### src/rtl/alu_pkg.sv
// Shared types for the multi-cycle ALU: op codes, FSM states and op classification.
package alu_pkg;

  typedef enum logic [3:0] {
    OP_ADD = 4'd0,
    OP_SUB = 4'd1,
    OP_MUL = 4'd2,
    OP_DIV = 4'd3,
    OP_OR  = 4'd4,
    OP_AND = 4'd5,
    OP_SLL = 4'd6,
    OP_SRL = 4'd7,
    OP_SRA = 4'd8,
    OP_REM = 4'd9,
    OP_XOR = 4'd10,
    OP_SLT = 4'd11
  } alu_op_t;

  typedef enum logic [1:0] {
    IDLE,
    DIVI,
    DONE
  } state_t;

  // DIV and REM are the only ops that need the iterative divider.
  function automatic logic is_long_op(alu_op_t op);
    return (op == OP_DIV) || (op == OP_REM);
  endfunction

endpackage

### src/rtl/alu_iter_div.sv
// Restoring unsigned divider, one quotient bit per cycle, MSB first.
// quot/rem present the values produced by the current step; they are only
// meaningful in the cycle where done is high (the final step).
module alu_iter_div #(
  parameter int WIDTH = 32
) (
  input  logic             clk,
  input  logic             rst,
  input  logic             start,
  input  logic [WIDTH-1:0] dividend,
  input  logic [WIDTH-1:0] divisor,
  output logic             busy,
  output logic             done,
  output logic [WIDTH-1:0] quot,
  output logic [WIDTH-1:0] rem
);

  logic [WIDTH-1:0] quot_q, rem_q, dvsr_q, cnt_q;
  logic [WIDTH-1:0] quot_next, rem_next;
  logic [WIDTH:0]   rem_shift, trial;

  assign busy = (cnt_q != '0);
  assign done = (cnt_q == WIDTH'(1));
  assign quot = quot_next;
  assign rem  = rem_next;

  // One restoring step: shift in the next dividend bit, keep the subtraction if it did not go negative.
  always_comb begin
    rem_shift = {rem_q, quot_q[WIDTH-1]};
    trial     = rem_shift - {1'b0, dvsr_q};
    rem_next  = rem_shift[WIDTH-1:0];
    quot_next = {quot_q[WIDTH-2:0], 1'b0};
    if (!trial[WIDTH]) begin
      rem_next  = trial[WIDTH-1:0];
      quot_next = {quot_q[WIDTH-2:0], 1'b1};
    end
  end

  // Operand latch on start, then WIDTH iterations while the counter runs down to zero.
  always_ff @(posedge clk or posedge rst) begin
    if (rst) begin
      quot_q <= '0;
      rem_q  <= '0;
      dvsr_q <= '0;
      cnt_q  <= '0;
    end else if (start) begin
      quot_q <= dividend;
      rem_q  <= '0;
      dvsr_q <= divisor;
      cnt_q  <= WIDTH'(WIDTH);
    end else if (busy) begin
      quot_q <= quot_next;
      rem_q  <= rem_next;
      cnt_q  <= cnt_q - WIDTH'(1);
    end
  end

endmodule

### src/rtl/param_mc_alu.sv
// Parametrised multi-cycle ALU with valid/ready handshakes and registered flags.
// Single-cycle ops and divide-by-zero complete in one cycle; DIV/REM take WIDTH+1.
module param_mc_alu
  import alu_pkg::*;
#(
  parameter int WIDTH = 32,
  parameter int SHW   = $clog2(WIDTH)
) (
  input  logic             clk,
  input  logic             rst,
  input  logic             in_valid,
  output logic             in_ready,
  input  logic [3:0]       ALUop,
  input  logic             Cin,
  input  logic [WIDTH-1:0] OpA,
  input  logic [WIDTH-1:0] OpB,
  output logic             out_valid,
  input  logic             out_ready,
  output logic [WIDTH-1:0] Result,
  output logic             Zero,
  output logic             Negative,
  output logic             Carry,
  output logic             OverFlow,
  output logic             eq,
  output logic             lt,
  output logic             ltu,
  output logic             div_by_zero,
  output logic             illegal_op
);

  localparam int MSB = WIDTH - 1;

  state_t           state, next_state;
  alu_op_t          op;
  logic             accept, div_start, load_single;
  logic             div_busy, div_done;
  logic [WIDTH-1:0] div_quot, div_rem, div_res;
  logic             pend_rem, pend_eq, pend_lt, pend_ltu;

  logic [WIDTH:0]   add_full, sub_full;
  logic [WIDTH-1:0] mul_lo, res_c;
  logic [SHW-1:0]   sh;
  logic             carry_c, ovf_c, dbz_c, ill_c, eq_c, lt_c, ltu_c;

  assign op        = alu_op_t'(ALUop);
  assign sh        = OpB[SHW-1:0];
  assign add_full  = {1'b0, OpA} + {1'b0, OpB} + {{WIDTH{1'b0}}, Cin};
  assign sub_full  = {1'b0, OpA} + {1'b0, ~OpB} + {{WIDTH{1'b0}}, 1'b1};
  assign mul_lo    = OpA * OpB;
  assign eq_c      = (OpA == OpB);
  assign lt_c      = ($signed(OpA) < $signed(OpB));
  assign ltu_c     = (OpA < OpB);
  assign out_valid = (state == DONE);
  assign div_res   = pend_rem ? div_rem : div_quot;

  alu_iter_div #(.WIDTH(WIDTH)) u_div (
    .clk      (clk),
    .rst      (rst),
    .start    (div_start),
    .dividend (OpA),
    .divisor  (OpB),
    .busy     (div_busy),
    .done     (div_done),
    .quot     (div_quot),
    .rem      (div_rem)
  );

  // Single-cycle result and arithmetic flags; DIV/REM here only cover the divide-by-zero case.
  always_comb begin
    res_c   = '0;
    carry_c = 1'b0;
    ovf_c   = 1'b0;
    dbz_c   = 1'b0;
    ill_c   = 1'b0;
    case (op)
      OP_ADD: begin
        res_c   = add_full[MSB:0];
        carry_c = add_full[WIDTH];
        ovf_c   = (OpA[MSB] == OpB[MSB]) && (add_full[MSB] != OpA[MSB]);
      end
      OP_SUB: begin
        res_c   = sub_full[MSB:0];
        carry_c = sub_full[WIDTH];
        ovf_c   = (OpA[MSB] != OpB[MSB]) && (sub_full[MSB] != OpA[MSB]);
      end
      OP_MUL: res_c = mul_lo;
      OP_DIV: begin
        res_c = '1;
        dbz_c = (OpB == '0);
      end
      OP_REM: begin
        res_c = OpA;
        dbz_c = (OpB == '0);
      end
      OP_OR:  res_c = OpA | OpB;
      OP_AND: res_c = OpA & OpB;
      OP_XOR: res_c = OpA ^ OpB;
      OP_SLL: res_c = OpA << sh;
      OP_SRL: res_c = OpA >> sh;
      OP_SRA: res_c = $signed(OpA) >>> sh;
      OP_SLT: res_c = {{(WIDTH-1){1'b0}}, lt_c};
      default: ill_c = 1'b1;
    endcase
  end

  // State register.
  always_ff @(posedge clk or posedge rst) begin
    if (rst) state <= IDLE;
    else     state <= next_state;
  end

  // Next state and handshake: DONE with out_ready behaves like IDLE so ops can stream.
  always_comb begin
    next_state  = state;
    div_start   = 1'b0;
    load_single = 1'b0;
    in_ready    = (state == IDLE) || ((state == DONE) && out_ready);
    accept      = in_valid && in_ready;
    case (state)
      IDLE, DONE: begin
        if ((state == DONE) && out_ready) next_state = IDLE;
        if (accept) begin
          if (is_long_op(op) && (OpB != '0)) begin
            next_state = DIVI;
            div_start  = 1'b1;
          end else begin
            next_state  = DONE;
            load_single = 1'b1;
          end
        end
      end
      DIVI: begin
        if (div_done)      next_state = DONE;
        else if (!div_busy) next_state = IDLE;
      end
      default: next_state = IDLE;
    endcase
  end

  // Remember which divide result to present and the comparisons of the accepted operands.
  always_ff @(posedge clk or posedge rst) begin
    if (rst) begin
      pend_rem <= 1'b0;
      pend_eq  <= 1'b0;
      pend_lt  <= 1'b0;
      pend_ltu <= 1'b0;
    end else if (div_start) begin
      pend_rem <= (op == OP_REM);
      pend_eq  <= eq_c;
      pend_lt  <= lt_c;
      pend_ltu <= ltu_c;
    end
  end

  // Output registers: loaded on a single-cycle accept or on the final divide step, held otherwise.
  always_ff @(posedge clk or posedge rst) begin
    if (rst) begin
      Result      <= '0;
      Zero        <= 1'b0;
      Negative    <= 1'b0;
      Carry       <= 1'b0;
      OverFlow    <= 1'b0;
      eq          <= 1'b0;
      lt          <= 1'b0;
      ltu         <= 1'b0;
      div_by_zero <= 1'b0;
      illegal_op  <= 1'b0;
    end else if (load_single) begin
      Result      <= res_c;
      Zero        <= !ill_c && (res_c == '0);
      Negative    <= res_c[MSB];
      Carry       <= carry_c;
      OverFlow    <= ovf_c;
      eq          <= !ill_c && eq_c;
      lt          <= !ill_c && lt_c;
      ltu         <= !ill_c && ltu_c;
      div_by_zero <= dbz_c;
      illegal_op  <= ill_c;
    end else if ((state == DIVI) && div_done) begin
      Result      <= div_res;
      Zero        <= (div_res == '0);
      Negative    <= div_res[MSB];
      Carry       <= 1'b0;
      OverFlow    <= 1'b0;
      eq          <= pend_eq;
      lt          <= pend_lt;
      ltu         <= pend_ltu;
      div_by_zero <= 1'b0;
      illegal_op  <= 1'b0;
    end
  end

endmodule
### config.mk
export PLATFORM = sky130hd
export DESIGN_NAME = param_mc_alu
export DESIGN_NICKNAME = d
export VERILOG_FILES = /design/src/rtl/alu_pkg.sv /design/src/rtl/alu_iter_div.sv /design/src/rtl/param_mc_alu.sv
export SDC_FILE = /design/constraint.sdc
export NUM_CORES = 2
export LEC_CHECK = 0
export BUFFER_PORTS_ARGS = -buffer_cell sky130_fd_sc_hd__buf_2
export CORE_MARGIN = 2
export CORE_UTILIZATION = 60
export DETAILED_ROUTE_END_ITERATION = 6
export HOLD_SLACK_MARGIN = 0.03
export MAX_ROUTING_LAYER = met4
export PLACE_DENSITY = 0.8
export SLEW_MARGIN = 25
export SYNTH_ARGS = -nofsm -noshare
export SYNTH_HDL_FRONTEND = slang
export SYNTH_SLANG_ARGS = --single-unit
export TNS_END_PERCENT = 30
### constraint.sdc
create_clock -name clk -period 5.3 [get_ports clk]
set_input_delay 0.265 -clock clk [delete_from_list [all_inputs] [get_ports clk]]
set_output_delay 0.265 -clock clk [all_outputs]
set_load 0.005 [all_outputs]
==> impl_metrics.ini <==
[status]
status = finished, violations left
violations = design-rule violations, negative setup slack

[logic_synthesis]
syn_inst = 4264
yosysWarningCount = 0
synth_nets = 5003
syn_area_per_cell_sq_um = 8.18
async_flop_share_pct = 100
seq_area_frac_synth_pct = 12.5
synth_area_sq_um = 34900
synth_edf_count = 0
synth_cell_type_count = 103
yosys.area.top_type = fa_1
synth_top_area_share_pct = 23.6
ys_ff_latch = 174
synthTopCellsByArea = fa_1, dfrtp_1, ha_1
synth_ff_type = dfrtp_1

[timing]
hold_viol = 0
fin_hold_ws_ps = 154
rsz0062_at_grt = yes
worst_slack_ps = -2250
fin_crit_sh_pct = 142
setup_viol = 24
max_freq_ghz = 0.133
min_period_ps = 7550
finClkSkew_ps = 24.9
worstMarginPinSlew_ps = 1040
relSlewSlack_pct = 30.2
slew_viol_final = 0

[floorplanning]
die_x_um = 245
rows = 88
core_sq_um = 57600
die_y_um = 245
start_util_pct = 60.6
die_area_sq_um = 60100
ios = 116

[layout]
drive_above_1_share_pct = 22.8
nets = 5438
syn2layout_area_growth_pct = 20.5
final_cell_mix = nor2_1, buf_4, nand2_1
final_util_pct = 73.0
layout_commonest_cell = nor2_1

[clock_tree]
numCtsBuffers = 17
tritoncts = yes
clock-sinks = 174
cts_buffer_depth = 2
cts-root-buf = clkbuf_16
htree_levels = 4
clk_latency_ps = 460
clkTransAtPathRegs_ps = 70

[worst_setup_path]
start_kind = input port
critPathBufInv = 11
path_delay_family = adder cells
cp-end-kind = flop
worstSetupPathType = in2reg
crit_arrival_ps = 7880
crit_top_cell = fa_1
crit_required_ps = 5630
path_max_fanout = 7
cpPeakStageDelay_ps = 610
crit_slowest_cell = fa_1

[global_routing]
antenna_found_initial = 16
grt_overflow = 0
grt_max_degree = 91
grt_first_pass_wirelength_mm = 241
grt_pass1_vias = 37075
grtUsageTotal_pct = 57.1

[flow_run]
maxCapViolCount = 0

[routing]
drc = 27
vias = 37705
viasPerCell = 6.86
wirelength_mm = 170
drt_iter0_markers = 5772
avgRoutedWirePerCell_um = 30.9
postRouteAntennaNets = 0
dr.pass1.iters = 7

[placed_design]
portBuffers = 115
gp_congestion = 1.15
post-place-ws_ps = -2660
dp_hpwl_mm = 131

[hold_path]
hp-class = in2reg
registers in the layout (all words and copies together) (netlist names), 2 cells and up:
name	count
u_div.rem_q	32
u_div.dvsr_q	32
Result	32
u_div.quot_q	32
u_div.cnt_q	32
state	2
cell usage after synthesis, types with 26 or more instances:
| library cell | instances |
|---|---|
| a21oi_1 | 191 |
| inv_1 | 507 |
| a211oi_1 | 59 |
| nand2_1 | 491 |
| o221ai_1 | 39 |
| a22oi_1 | 26 |
| nor3_1 | 49 |
| nand2b_1 | 37 |
| xor2_1 | 42 |
| nor2_1 | 594 |
| mux2i_1 | 95 |
| o21ai_0 | 206 |
| nand3_1 | 45 |
| fa_1 | 412 |
| a21o_1 | 33 |
| dfrtp_1 | 174 |
| a31oi_1 | 34 |
| xnor2_1 | 108 |
| buf_2 | 42 |
| mux4_2 | 58 |
| buf_1 | 36 |
| nor4_1 | 32 |
| clkbuf_1 | 195 |
| o211ai_1 | 29 |
| ha_1 | 254 |
per-stage QoR:
stage	TNS (ps)	instances	cell area (sq um)
CTS	-28210	5460	41400
global placement	-43270	5394	39800
global route	-35470	5492	42000
detailed placement	-46290	5394	39800
floorplan	-31030	4264	35200
finish	-32850	5497	42000
logic make-up after synthesis:
family / share of synthesized area, %
AOI/OAI and AO/OA: 16.9
DFF: 12.5
xor gates and xnor gates: 3.76
adders and majority gates: 32.7
and+or+nand+nor: 17.4
buffers and inverters: 9.34
muxes: 7.33
tightest hold or removal path: stages:
cell,delay [ps]
buf_2,110
inv_1,80
a211o_1,120
metal layers:
metal / global-route usage, % / part of all wire (%) / vias to the layer above
met5: - / 0 / -
met4: 44.8 / 11 / 0
met3: 20.2 / 15 / 1172
met2: 78.4 / 41 / 3350
met1: 67.9 / 33 / 17968
li1: - / - / 15215
area by class of cell:
type                       instances  area [sq um]
clock inverter                    14           186
tap                              765           957
antenna                           20          50.0
timing repair inverter             2          13.8
inverter                         523          2040
multi-input combinational       3271         28300
fill                            4246         15500
sequential                       174          4360
clock buffer                      18           429
timing repair buffer             710          5690
worst paths after layout:
| kind | from | to | slack [ps] | cells past startpoint |
|---|---|---|---|---|
| setup / recovery | OpA[12] | Result[28] | -2250 | 29 |
| hold / removal | out_ready | state[1] | 150 | 3 |
| setup reg to reg | u_div.quot_q[31] | Zero | -30 | 18 |
| hold reg to reg | pend_ltu | pend_ltu | 490 | 2 |
| max in group asynchronous | rst | u_div.rem_q[4] | 3600 | 4 |
| min in group asynchronous | rst | Carry | 470 | 3 |
what timing repair did:
item | in CTS | in global routing
endpoints found under the setup margin | 24 | 25
pin swaps | 80 | 71
hold buffers | 1 | 0
gates resized for setup | 192 | 116
gates cloned | 2 | 0
hold endpoints to repair | 62 | 0
setup buffers | 31 | 22
Power is not shown: default switching activity piles up to over one toggle a cycle in this logic, so the estimate is an artifact.
